## src/rtl/deint_frame_ctrl.sv

```systemverilog
// deint_frame_ctrl: frame-sync acquisition, 4-entry input FIFO and SRAM slot
// multiplexing in front of the deinterleaver address generator.
//
// Ports:
//   clk, rst                  clock, asynchronous active-high reset
//   din/din_valid/din_sync    input byte stream, sync marks frame byte 0
//   deint_en                  enable to the address generator
//   deint_addr/nwrt/nce       slot address and type from the generator
//   mem_addr/ce_n/we_n/wdata  single-port SRAM request
//   mem_rdata                 SRAM read data, one cycle after a read slot
//   dout/dout_valid/dout_sync deinterleaved output byte stream
//   locked                    high while running
//   err_underrun/overflow/lock one-cycle error pulses
module deint_frame_ctrl #(
    parameter int FRAME_LEN = 1536,
    parameter int MISS_MAX  = 3,
    parameter int WARMUP    = 12288,
    parameter int PRIME_LVL = 2
) (
    input  logic        clk,
    input  logic        rst,
    input  logic [7:0]  din,
    input  logic        din_valid,
    input  logic        din_sync,
    output logic        deint_en,
    input  logic [13:0] deint_addr,
    input  logic        deint_nwrt,
    input  logic        deint_nce,
    output logic [13:0] mem_addr,
    output logic        mem_ce_n,
    output logic        mem_we_n,
    output logic [7:0]  mem_wdata,
    input  logic [7:0]  mem_rdata,
    output logic [7:0]  dout,
    output logic        dout_valid,
    output logic        dout_sync,
    output logic        locked,
    output logic        err_underrun,
    output logic        err_overflow,
    output logic        err_lock
);

    localparam int MW = $clog2(MISS_MAX + 1);
    localparam logic [MW-1:0] MISS_LIM  = MW'(MISS_MAX);
    localparam logic [10:0]   FL_LAST   = 11'(FRAME_LEN - 1);
    localparam logic [13:0]   WARM_LIM  = 14'(WARMUP);
    localparam logic [2:0]    PRIME_CNT = 3'(PRIME_LVL);

    typedef enum logic [1:0] {
        S_IDLE,
        S_PRIME,
        S_RUN
    } state_t;

    state_t      state_q;
    logic [7:0]  fifo_q [4];
    logic [1:0]  wptr_q;
    logic [1:0]  rptr_q;
    logic [2:0]  cnt_q;
    logic [10:0] icnt_q;
    logic [MW-1:0] miss_q;
    logic [13:0] warm_q;
    logic [10:0] ocnt_q;
    logic        rd_pend_q;
    logic        rd_ok_q;
    logic        deint_en_q;
    logic        locked_q;
    logic [7:0]  dout_q;
    logic        dout_valid_q;
    logic        dout_sync_q;
    logic        err_udr_q;
    logic        err_ovf_q;
    logic        err_lck_q;

    logic        idle;
    logic        run;
    logic        wr_slot;
    logic        rd_slot;
    logic        pop;
    logic        udr;
    logic        push_req;
    logic        ovf;
    logic        push;
    logic        frame_pos0;
    logic        lck;
    logic        err_any;
    logic [2:0]  cnt_d;
    logic [10:0] icnt_d;
    logic [MW-1:0] miss_d;

    always_comb begin
        idle     = (state_q == S_IDLE);
        run      = (state_q == S_RUN);
        wr_slot  = run & ~deint_nce & ~deint_nwrt;
        rd_slot  = run & ~deint_nce & deint_nwrt;
        pop      = wr_slot & (cnt_q != 3'd0);
        udr      = wr_slot & (cnt_q == 3'd0);
        // In IDLE only a sync byte is accepted; everything else is dropped.
        push_req = din_valid & (~idle | din_sync);
        ovf      = push_req & (cnt_q == 3'd4) & ~pop;
        push     = push_req & ~ovf;
        cnt_d    = cnt_q + {2'b00, push} - {2'b00, pop};

        icnt_d = icnt_q;
        if (push) begin
            if (idle) begin
                icnt_d = 11'd1;
            end else if (icnt_q == FL_LAST) begin
                icnt_d = '0;
            end else begin
                icnt_d = icnt_q + 11'd1;
            end
        end

        // Sync is only examined on the byte that should start a frame.
        frame_pos0 = push & (idle | (icnt_q == '0));
        miss_d     = miss_q;
        lck        = 1'b0;
        if (frame_pos0) begin
            if (din_sync) begin
                miss_d = '0;
            end else begin
                miss_d = miss_q + MW'(1);
                lck    = (miss_d == MISS_LIM);
            end
        end

        err_any = udr | ovf | lck;
    end

    always_ff @(posedge clk) begin
        if (push) begin
            fifo_q[wptr_q] <= din;
        end
    end

    always_ff @(posedge clk or posedge rst) begin
        if (rst) begin
            state_q      <= S_IDLE;
            wptr_q       <= '0;
            rptr_q       <= '0;
            cnt_q        <= '0;
            icnt_q       <= '0;
            miss_q       <= '0;
            warm_q       <= '0;
            ocnt_q       <= '0;
            rd_pend_q    <= 1'b0;
            rd_ok_q      <= 1'b0;
            deint_en_q   <= 1'b0;
            locked_q     <= 1'b0;
            dout_q       <= '0;
            dout_valid_q <= 1'b0;
            dout_sync_q  <= 1'b0;
            err_udr_q    <= 1'b0;
            err_ovf_q    <= 1'b0;
            err_lck_q    <= 1'b0;
        end else begin
            err_udr_q <= udr;
            err_ovf_q <= ovf;
            err_lck_q <= lck;

            // rd_ok marks whether this read slot is past the fill depth.
            rd_pend_q <= rd_slot & ~err_any;
            rd_ok_q   <= (warm_q == WARM_LIM);
            if (rd_slot && (warm_q != WARM_LIM)) begin
                warm_q <= warm_q + 14'd1;
            end

            if (rd_pend_q) begin
                dout_q <= mem_rdata;
            end
            dout_valid_q <= rd_pend_q & rd_ok_q;
            dout_sync_q  <= rd_pend_q & rd_ok_q & (ocnt_q == '0);
            if (rd_pend_q && rd_ok_q) begin
                ocnt_q <= (ocnt_q == FL_LAST) ? '0 : ocnt_q + 11'd1;
            end

            if (push) begin
                wptr_q <= wptr_q + 2'd1;
            end
            if (pop) begin
                rptr_q <= rptr_q + 2'd1;
            end
            cnt_q  <= cnt_d;
            icnt_q <= icnt_d;
            miss_q <= miss_d;

            unique case (state_q)
                S_IDLE: begin
                    if (push) begin
                        state_q <= S_PRIME;
                    end
                end
                S_PRIME: begin
                    if (cnt_d >= PRIME_CNT) begin
                        state_q    <= S_RUN;
                        deint_en_q <= 1'b1;
                        locked_q   <= 1'b1;
                    end
                end
                S_RUN: begin
                end
                default: begin
                    state_q <= S_IDLE;
                end
            endcase

            if (err_any) begin
                state_q    <= S_IDLE;
                deint_en_q <= 1'b0;
                locked_q   <= 1'b0;
                wptr_q     <= '0;
                rptr_q     <= '0;
                cnt_q      <= '0;
                icnt_q     <= '0;
                miss_q     <= '0;
                warm_q     <= '0;
                ocnt_q     <= '0;
            end
        end
    end

    assign mem_addr     = deint_addr;
    assign mem_ce_n     = deint_nce;
    assign mem_we_n     = ~pop;
    assign mem_wdata    = fifo_q[rptr_q];
    assign deint_en     = deint_en_q;
    assign locked       = locked_q;
    assign dout         = dout_q;
    assign dout_valid   = dout_valid_q;
    assign dout_sync    = dout_sync_q;
    assign err_underrun = err_udr_q;
    assign err_overflow = err_ovf_q;
    assign err_lock     = err_lck_q;

endmodule
```

## config.mk

```make
export PLATFORM = sky130hd
export DESIGN_NAME = deint_frame_ctrl
export DESIGN_NICKNAME = d
export VERILOG_FILES = /design/src/rtl/deint_frame_ctrl.sv
export SDC_FILE = /design/constraint.sdc
export NUM_CORES = 1
export LEC_CHECK = 0
export ABC_AREA = 0
export CAP_MARGIN = 20
export CORE_ASPECT_RATIO = 1.75
export CORE_MARGIN = 2
export CORE_UTILIZATION = 35
export CTS_CLUSTER_DIAMETER = 150
export DETAILED_ROUTE_END_ITERATION = 10
export PLACE_DENSITY_LB_ADDON = 0.08
export SYNTH_ARGS = -nofsm -noshare
export SYNTH_HDL_FRONTEND = slang
export SYNTH_SLANG_ARGS = --single-unit
```

## constraint.sdc

```tcl
create_clock -name clk -period 4.56 [get_ports clk]
set_input_delay 1.14 -clock clk [delete_from_list [all_inputs] [get_ports clk]]
set_output_delay 1.14 -clock clk [all_outputs]
set_load 0.1 [all_outputs]
```

==> summary.md <==
Synth
- dominant cells by area after synthesis: sky130_fd_sc_hd__dfrtp_1, sky130_fd_sc_hd__edfxtp_1, sky130_fd_sc_hd__mux4_2
- portion of the post-synthesis area used by sequential elements: 56.1%
- most common cell in the synthesized netlist: sky130_fd_sc_hd__dfrtp_1
- leading area contributor after synthesis: sky130_fd_sc_hd__dfrtp_1
- net count of the mapped netlist: 431
- Mapped Avg Cell Area: 11.9 um^2
- async set-or-reset flop fraction in the synthesized netlist: 66.3%
- flip-flop cell with the highest count after synthesis: sky130_fd_sc_hd__dfrtp_1
- gate count after technology mapping: 381
- synth warn: 0
- most used standard cells in the synthesized netlist: sky130_fd_sc_hd__dfrtp_1, sky130_fd_sc_hd__nor2_1, sky130_fd_sc_hd__edfxtp_1
- post-synth top area share: 34.8%
- Post-synth EDFFs: 32
- number of unique standard cell types used by synthesis: 55
- post-synthesis register bit count: 95
- netlist area before placement: 4520 um^2

STA
- setup repair after global routing missed its margin: false
- summed negative setup slack over all endpoints: 0 ns
- Slew HR: 33.0%
- transition at the pin with the smallest max-transition slack: 1.00 ns
- final worst path period need: 4.15 ns
- count of pins over their slew limit: 0
- FMAX: 0.241 GHz
- clock skew: 0.00694 ns
- Final setup viols: 0
- count of final hold-check violations: 0
- period utilisation layout: 91.0%

Clock tree
- Inserted Clock Buffers: 9
- cell at the root of the clock tree: sky130_fd_sc_hd__clkbuf_16
- number of levels the H-tree was split into: 3
- setup repair bufs after CTS: 0
- sink count of the clock tree: 95
- maximum clock insertion buffer count: 2
- Post-CTS Hold Fix Bufs: 0
- clock slew seen by the registers of the worst setup and hold paths: 0.08 ns
- clock insertion delay at the later pin of the skew report: 0.35 ns
- clock tree from TritonCTS: built
- CTS resizes: 0

Die
- vertical die dimension: 154 um
- Total Die Area: 13900 um^2
- FP Rows: 55
- I/O pin total: 75
- die extent in x: 89.9 um
- starting utilization of the core area: 35.3%
- core region area: 12800 um^2

Worst hold path
- Hold Path Depth: 1
- Worst Hold Endpoint: dout[1]
- hold path startpoint: dout[1]
- classification of the worst-slack hold path: reg2reg

Critical path
- element type at the critical path end: flip-flop
- data required time of the critical path: 4.83 ns
- crit-path cells: clkdlybuf4s50_1, or4b_4, a31oi_2, inv_1, ha_1, inv_1, ha_1, fa_1, xnor2_1, xnor2_1, and2_1, or3b_2, a21oi_1
- arrival time worst endpoint: 4.42 ns
- slowest library cell on the worst path: sky130_fd_sc_hd__or4b_4
- flop-to-flop setup slack: 1.11 ns
- slowest stage delay, CP: 0.59 ns
- critical register-to-register path startpoint: state_q[0]
- crit-path max FO: 6
- Crit path depth: 13
- worst-case reg-to-reg path depth: 13
- critical path's top delay family: simple AND/OR/NAND/NOR gates
- class of the most critical setup path: in2reg
- count of buffer and inverter cells on the critical path: 3
- R2R Path End: locked
- kind of launch point of the worst setup path: input pin

Placement
- count of buffers inserted at the top-level ports: 46
- routability-driven placement congestion ratio: 0.786
- instance count after placement with tap cells included: 578
- total cell area at the placement stage: 5090 um^2
- final HPWL from detailed placement: 6.41 mm

Finish
- final design area excluding fillers: 5400 um^2
- final antenna diode count: 0
- register area: 2540 um^2
- number of fill cells: 1255
- final standard cell utilization of the core: 42.2%
- number of standard cells in the final layout excluding fillers: 594
- count of nets after finishing: 468
- layout cell share with drive strength beyond 1: 12.3%
- combined area of the multi-input logic cells: 1730 um^2
- area added between synthesis and finish: 19.4%

Pwr
- power per unit of standard cell area: 661 nW/um^2
- Final Total Pwr: 3.57 mW
- peak ir drop on the vdd network: 0.000289 V
- switch share: 44.9%
- NetSw: 1.60 mW
- Pint: 1.97 mW
- share of total power in the clock network: 21.6%
- combinational group share of total power: 41.4%
- sequential power share: 37.0%
- leakage component of the power: 2.20 nW

Detailed routing
- wire length per cell: 15.5 um
- 1st-iter DRT viols: 151
- number of antenna-violating nets in the routed design: 0
- DRC violation count after routing: 0
- DR vias: 2954
- detailed-route wire length: 9.19 mm
- detailed-route vias per instance: 4.97
- first-pass detailed-route iteration total: 5

Global route
- pin count of the biggest net entering global routing: 64
- total routing resource utilization after global routing: 14.1%
- number of antenna violations at the first check in global routing: 0
- global-route wire length before repair: 15.4 mm
- number of global-route vias before repair: 2988
- total congestion overflow after global routing: 0

Outcome
- status: finished clean

Job
- max-capacitance violation count: 0

routing by layer:
layer	vias up	track usage [%]	part of all wire [%]
met5	-	0	0
li1	1413	-	-
met3	10	3.46	3.4
met2	43	24.7	53
met4	0	5.20	1.7
met1	1488	16.7	42
stage by stage:
stage               worst slack, ns  hold WS (ns)
floorplan                     0.542         0.497
finish                        0.410         0.510
global placement              0.112         0.491
global route                  0.218         0.536
CTS                           0.405         0.512
detailed placement           0.0375         0.495
layout make-up:
type / count / area share [%]
Sequential cell: 95 / 47.0
Multi-Input combinational cell: 237 / 32.0
Timing Repair Buffer: 54 / 9.78
Clock buffer: 9 / 4.17
Tap cell: 171 / 3.96
Clock inverter: 7 / 1.60
Inverter: 21 / 1.46
flip-flops by register name, indices dropped and copies added, names as in the netlist, 2 cells and up:
signal / count
ocnt_q: 11
rptr_q: 2
wptr_q: 2
warm_q: 14
icnt_q: 11
state_q: 2
cnt_q: 3
fifo_q: 32
miss_q: 2
dout: 8
worst max-delay path by stage:
stage	to	slack, ns	start
final	locked	0.41	deint_nwrt
after global routing	state_q[1]	0.22	deint_nwrt
after floorplan	locked	0.54	deint_nwrt
after global placement	locked	0.11	deint_nwrt
after detailed placement	locked	0.04	deint_nwrt
after CTS	locked	0.41	deint_nwrt
placed cells by master (no fill, tap or decap), types with 11 or more instances in the layout:
cell type                          n
sky130_fd_sc_hd__nand4_1          11
sky130_fd_sc_hd__nand2_1          19
sky130_fd_sc_hd__inv_1            19
sky130_fd_sc_hd__edfxtp_1         32
sky130_fd_sc_hd__xor2_1           17
sky130_fd_sc_hd__dfrtp_1          63
sky130_fd_sc_hd__a21oi_1          11
sky130_fd_sc_hd__ha_1             13
sky130_fd_sc_hd__nor2_1           46
sky130_fd_sc_hd__clkdlybuf4s50_1  44
power groups by stage:
stage          sequential (mW)  clock, mW  combinational (mW)
4_1_cts                   1.33      0.793                1.50
3_3_place_gp              1.33          0                1.48
3_5_place_dp              1.34          0                1.50
5_1_grt                   1.36      0.825                1.60
6_report                  1.32      0.771                1.48
2_1_floorplan             1.56          0               0.955
kinds of logic (layout without fill, tap and decap cells):
logic type / Yosys count / in the layout / share of synthesized area [%]
AND/OR/NAND/NOR: 145 / 145 / 17.3
flip-flops: 95 / 95 / 56.1
buffers and inverters: 49 / 91 / 5.67
AO/OA/AOI/OAI: 33 / 33 / 5.23
XOR/XNOR: 27 / 27 / 5.23
multiplexers: 18 / 18 / 6.42
adder cells (fa/ha/maj): 14 / 14 / 4.04
Note: power is estimated with default switching activity, not from simulation.
